<file path="config.mk">
export PLATFORM = sky130hd
export DESIGN_NAME = glove_cmd_rx
export DESIGN_NICKNAME = d
export VERILOG_FILES = /design/src/rtl/glove_cmd_rx.sv
export SDC_FILE = /design/constraint.sdc
export NUM_CORES = 1
export LEC_CHECK = 0
export ABC_AREA = 0
export BUFFER_PORTS_ARGS = -buffer_cell sky130_fd_sc_hd__buf_2
export CAP_MARGIN = 20
export CORE_ASPECT_RATIO = 0.75
export CORE_MARGIN = 2
export CORE_UTILIZATION = 55
export DETAILED_ROUTE_END_ITERATION = 12
export PLACE_DENSITY = 0.74
export SLEW_MARGIN = 0
export SYNTH_ARGS = -nofsm -noshare
export SYNTH_HDL_FRONTEND = slang
export SYNTH_SLANG_ARGS = --single-unit
</file>
<file path="constraint.sdc">
create_clock -name clk -period 3.9 [get_ports clk]
set_input_delay 0.39 -clock clk [delete_from_list [all_inputs] [get_ports clk]]
set_output_delay 0.39 -clock clk [all_outputs]
set_load 0.1 [all_outputs]
</file>
<file path="src/rtl/glove_cmd_rx.sv">
//==============================================================================
// glove_cmd_rx : 8N1 UART receiver and command decoder for the glove link.
//                Keeps a saturating cursor position and emits command pulses.
// Revision: 1.0
//==============================================================================
`default_nettype none

module glove_cmd_rx #(
   parameter int CLK_FREQ = 100_000_000,
   parameter int BAUD     = 9600,
   parameter int SCREEN_W = 640,
   parameter int SCREEN_H = 480,
   parameter int STEP     = 4
) (
   input  logic       clk,
   input  logic       rst,
   input  logic       rx,
   output logic       cts,
   output logic [9:0] cursor_x,
   output logic [9:0] cursor_y,
   output logic       click,
   output logic       scroll_up,
   output logic       scroll_down,
   output logic       cmd_valid,
   output logic [3:0] cmd,
   output logic [7:0] err_cnt
);

   localparam int DIV  = CLK_FREQ / BAUD;
   localparam int HALF = DIV / 2;
   localparam int TW   = (DIV > 2) ? $clog2(DIV) : 1;

   localparam logic [TW-1:0]      c_DIV_M1  = TW'(DIV - 1);
   localparam logic [TW-1:0]      c_HALF_M1 = TW'(HALF - 1);
   localparam logic signed [10:0] c_STEP    = 11'(STEP);
   localparam logic signed [10:0] c_W       = 11'(SCREEN_W);
   localparam logic signed [10:0] c_H       = 11'(SCREEN_H);
   localparam logic [9:0]         c_X_MAX   = 10'(SCREEN_W - 1);
   localparam logic [9:0]         c_Y_MAX   = 10'(SCREEN_H - 1);
   localparam logic [9:0]         c_X0      = 10'(SCREEN_W / 2);
   localparam logic [9:0]         c_Y0      = 10'(SCREEN_H / 2);

   typedef enum logic [2:0] {
      S_IDLE      = 3'd0,
      S_START     = 3'd1,
      S_DATA      = 3'd2,
      S_STOP      = 3'd3,
      S_WAIT_IDLE = 3'd4
   } state_t;

   logic          rx_meta_q, rx_sync_q;
   state_t        state_q;
   logic [TW-1:0] timer_q;
   logic [2:0]    bit_idx_q;
   logic [7:0]    shift_q;
   logic          byte_valid_q, frame_err_q;

   logic [9:0] cursor_x_q, cursor_y_q;
   logic       click_q, scroll_up_q, scroll_down_q, cmd_valid_q;
   logic [3:0] cmd_q;
   logic [7:0] err_cnt_q;

   always_ff @(posedge clk or negedge rst) begin
      if (!rst) begin
         rx_meta_q <= 1'b1;
         rx_sync_q <= 1'b1;
      end else begin
         rx_meta_q <= rx;
         rx_sync_q <= rx_meta_q;
      end
   end

   always_ff @(posedge clk or negedge rst) begin
      if (!rst) begin
         state_q      <= S_IDLE;
         timer_q      <= '0;
         bit_idx_q    <= '0;
         shift_q      <= '0;
         byte_valid_q <= 1'b0;
         frame_err_q  <= 1'b0;
      end else begin
         byte_valid_q <= 1'b0;
         frame_err_q  <= 1'b0;
         case (state_q)
            S_IDLE: begin
               timer_q <= '0;
               if (!rx_sync_q) state_q <= S_START;
            end
            S_START: begin
               if (timer_q == c_HALF_M1) begin
                  timer_q   <= '0;
                  bit_idx_q <= '0;
                  state_q   <= rx_sync_q ? S_IDLE : S_DATA;
               end else begin
                  timer_q <= timer_q + 1'b1;
               end
            end
            S_DATA: begin
               if (timer_q == c_DIV_M1) begin
                  timer_q   <= '0;
                  shift_q   <= {rx_sync_q, shift_q[7:1]};
                  bit_idx_q <= bit_idx_q + 1'b1;
                  if (bit_idx_q == 3'd7) state_q <= S_STOP;
               end else begin
                  timer_q <= timer_q + 1'b1;
               end
            end
            S_STOP: begin
               if (timer_q == c_DIV_M1) begin
                  timer_q <= '0;
                  if (rx_sync_q) begin
                     byte_valid_q <= 1'b1;
                     state_q      <= S_IDLE;
                  end else begin
                     frame_err_q <= 1'b1;
                     state_q     <= S_WAIT_IDLE;
                  end
               end else begin
                  timer_q <= timer_q + 1'b1;
               end
            end
            S_WAIT_IDLE: begin
               timer_q <= '0;
               if (rx_sync_q) state_q <= S_IDLE;
            end
            default: state_q <= S_IDLE;
         endcase
      end
   end

   // Cursor arithmetic is done one bit wider and signed so underflow is visible.
   logic signed [10:0] x_s, y_s, x_dn, x_up, y_dn, y_up;
   logic [9:0]         cursor_x_d, cursor_y_d;
   logic               known_w;

   assign x_s  = signed'({1'b0, cursor_x_q});
   assign y_s  = signed'({1'b0, cursor_y_q});
   assign x_dn = x_s - c_STEP;
   assign x_up = x_s + c_STEP;
   assign y_dn = y_s - c_STEP;
   assign y_up = y_s + c_STEP;

   always_comb begin
      cursor_x_d = cursor_x_q;
      cursor_y_d = cursor_y_q;
      known_w    = 1'b1;
      case (shift_q)
         8'd0: cursor_y_d = (y_dn < 11'sd0) ? 10'd0 : y_dn[9:0];
         8'd1: cursor_y_d = (y_up >= c_H) ? c_Y_MAX : y_up[9:0];
         8'd2: cursor_x_d = (x_dn < 11'sd0) ? 10'd0 : x_dn[9:0];
         8'd3: cursor_x_d = (x_up >= c_W) ? c_X_MAX : x_up[9:0];
         8'd4, 8'd6, 8'd7: ;
         8'd8: begin
            cursor_x_d = c_X0;
            cursor_y_d = c_Y0;
         end
         default: known_w = 1'b0;
      endcase
   end

   always_ff @(posedge clk or negedge rst) begin
      if (!rst) begin
         cursor_x_q    <= c_X0;
         cursor_y_q    <= c_Y0;
         click_q       <= 1'b0;
         scroll_up_q   <= 1'b0;
         scroll_down_q <= 1'b0;
         cmd_valid_q   <= 1'b0;
         cmd_q         <= '0;
         err_cnt_q     <= '0;
      end else begin
         click_q       <= 1'b0;
         scroll_up_q   <= 1'b0;
         scroll_down_q <= 1'b0;
         cmd_valid_q   <= 1'b0;
         if (byte_valid_q && known_w) begin
            cmd_valid_q   <= 1'b1;
            cmd_q         <= shift_q[3:0];
            cursor_x_q    <= cursor_x_d;
            cursor_y_q    <= cursor_y_d;
            click_q       <= (shift_q == 8'd4);
            scroll_up_q   <= (shift_q == 8'd6);
            scroll_down_q <= (shift_q == 8'd7);
         end
         if (((byte_valid_q && !known_w) || frame_err_q) && (err_cnt_q != 8'hFF))
            err_cnt_q <= err_cnt_q + 1'b1;
      end
   end

   assign cts         = 1'b0;
   assign cursor_x    = cursor_x_q;
   assign cursor_y    = cursor_y_q;
   assign click       = click_q;
   assign scroll_up   = scroll_up_q;
   assign scroll_down = scroll_down_q;
   assign cmd_valid   = cmd_valid_q;
   assign cmd         = cmd_q;
   assign err_cnt     = err_cnt_q;

endmodule

`default_nettype wire

</file>
==> flow_metrics.tcl <==
set metrics [dict create \
    yosys_warnings 0 \
    clock.fmax_mhz 393.3 \
    cap_violations 0 \
    htree_levels 3 \
    fin_crit_sh_pct 65.19 \
    synth_area_sq_mm 0.004165 \
    setup.worst_path.end_class "register" \
    max-slew-margin-rel_pct 37.47 \
    p_seq_share_pct 50.6 \
    worstMarginPinSlew_ns 0.9380 \
    drt-total-wl_mm 9.640 \
    yosysTopAreaCell "dfrtp_1" \
    initial_utilization_pct 56.82 \
    startpoint_type "register" \
    synth_top_area_share_pct 34.85 \
    criticalPathCategory "register to register" \
    async_flop_share_pct 100.0 \
    ys_seq_elements 66 \
    finalSetupViolations 0 \
    layout-drive-gt1-share_pct 18.47 \
    fp.dieH_microns 79.37 \
    first_iter_violations 234 \
    hpwl_mm 6.881 \
    post_cts_buffers 0 \
    vias 3624 \
    drtAntennaViolNets 0 \
    fin_crit_ns 2.543 \
    synthTopCellsByArea "dfrtp_1 (35%), dfstp_2 (5.0%), xnor2_1 (3.6%), mux2_2 (3.2%), nor2_1 (2.9%)" \
    grt_pass1_vias 3313 \
    clk_latency_ns 0.34 \
    globalRouteTotalUtil_pct 24.95 \
    synth_most_common_cell "dfrtp_1" \
    drc 0 \
    avgViaCountPerCell 6.336 \
    dr.pass1.iters 4 \
    p_int_uw 1066 \
    ctsHoldBuffers 0 \
    cts_root_buf "clkbuf_8" \
    fin_util_pct 62.49 \
    core_sq_mm 0.007331 \
    netSwitchingPower_uw 293.4 \
    dieArea_sq_mm 0.008292 \
    pwr_density_cell_mw_per_mm2 296.7 \
    required_ns 4.13 \
    arrival_ns 2.77 \
    syn-num-nets 457 \
    syn-mean-instance-area_sq_um 9.339 \
    synth_edf_count 0 \
    place_congestion 0.9163 \
    die_x_microns 104.5 \
    ys_types 74 \
    insertedDiodeCount 0 \
    antenna_found_initial 0 \
    rsz0062_at_grt "false" \
    slew_viol_final 0 \
    fin_tns_setup_ns 0 \
    ys.flop_type "dfrtp_1" \
    worst_setup_hold_path_clk_slew_ns 0.07 \
    routedWlPerCell_microns 16.85 \
    worst_ir_drop_vdd_mv 0.1816 \
    grt_overflow 0 \
    syn2layout_area_growth_pct 9.973 \
    cts_buffer_depth 2 \
    hold_path_class "input port to async pin" \
    hold_viol 0 \
    io_pins 40 \
    skew_ns 0.005388 \
    cts-resized-gates 0 \
    swShare_pct 21.58 \
    synthTopCellsByCount "dfrtp_1 (58), nor2_1 (32), nand2_1 (25)" \
    grt_pass1_wl_mm 16.49 \
    cts_tree "done" \
    status "completed" \
    leakage_uw 0.001923 \
    cts_buffers 9 \
    synthCells 446 \
    fin_nets 477 \
    num_rows 27 \
    cts.sinks 66 \
    clkPwrFrac_pct 48.1 \
    crit_path_max_fanout 9 \
    pwr-share-comb_pct 1.4 \
    ys_seq_area_share_pct 39.89 \
    io_buffers 38 \
    grt_max_degree 35 \
]
==> layout make-up <==
cell class	count	area, sq um
inverters	19	71.32
well taps	101	126.4
clock inverters	6	88.84
repair buffers	41	212.7
multi-input cells	329	2282
flip-flops and latches	66	1662
fillers	635	2750
clock buffers	10	137.6
==> through the flow <==
stage / hold slack [ns] / power, uW / setup WS [ns] / area [sq um] / instances
detailed placement: 0.3478 / 720.4 / 1.406 / 4354 / 556
CTS: 0.1299 / 1372 / 1.376 / 4581 / 572
finish: 0.1038 / 1359 / 1.358 / 4581 / 572
global route: 0.1179 / 1408 / 1.216 / 4581 / 572
global placement: 0.3468 / 719.8 / 1.455 / 4354 / 556
floorplan: 0.09441 / 705.2 / 1.220 / 4165 / 446
==> power by group through the flow <==
stage	clock network, uW	registers [uW]	logic, uW
after floorplan	0	700	5.15
after global placement	0	700	19.8
after detailed placement	0	700	20.2
after CTS	665	687	20.2
after global routing	699	687	22.1
final	653	687	18.9
==> cell families (layout without fill, tap and decap cells) <==
family	count (synthesis)	after routing	synth area share (%)
AOI/OAI and AO/OA	109	109	19.47
xor gates and xnor gates	24	24	5.047
adders and majority gates	8	8	2.403
buffers and inverters	51	76	5.317
DFF	66	66	39.89
muxes	14	14	3.725
other	1	1	0.09003
and+or+nand+nor	173	173	24.06
==> registers in the layout, indices dropped and copies added, names as in the netlist <==
name,count
rx_meta_q,1
state_q,3
click,1
shift_q,8
scroll_down,1
byte_valid_q,1
bit_idx_q,3
frame_err_q,1
cursor_y,9
cmd_valid,1
cursor_x,9
scroll_up,1
rx_sync_q,1
timer_q,14
cmd,4
err_cnt,8
==> layer usage <==
metal | wire length, microns | up-vias | share of wire, % | GRT usage [%]
met5 | 0 | - | 0 | 0
met4 | 79 | 0 | 0.82 | 6.622
met3 | 631 | 12 | 6.5 | 5.501
met2 | 4236 | 130 | 44 | 37.25
met1 | 4691 | 1755 | 49 | 36.64
li1 | - | 1727 | - | -
==> worst paths after layout <==
kind                                        start                 endpoint  slack (ns)  cells past startpoint
setup / recovery           shift_q[5]$_DFFE_PN0P_  cursor_x[0]$_DFFE_PN0P_        1.36                      5
hold / removal                                rst   err_cnt[0]$_DFFE_PN0P_        0.10                      1
setup reg to reg           shift_q[5]$_DFFE_PN0P_  cursor_x[0]$_DFFE_PN0P_        1.36                      5
hold reg to reg               rx_meta_q$_DFF_PN1_      rx_sync_q$_DFF_PN1_        0.36                      0
max in group asynchronous                     rst  cursor_y[4]$_DFFE_PN1P_        2.85                      2
min in group clk                               rx      rx_meta_q$_DFF_PN1_        0.14                      1
==> placed cells by master, fill, tap and decap left out, drive strengths merged, types with 12 or more instances in the layout <==
master,instances
dfrtp,58
buf,41
nor2,32
o21ai,27
nand2,25
nor3,22
inv,20
xnor2,17
nand3,14
nand4,14
mux2,12
nor4,12
==> worst max-delay path: stages, from the launching register on <==
cell and delay [ns]:
dfrtp_1 0.41, or4_1 0.80, nor3_1 0.71, o21ai_0 0.21, nand2_1 0.09, o2bb2a_1 0.21
(Power assumes the default switching activity.)
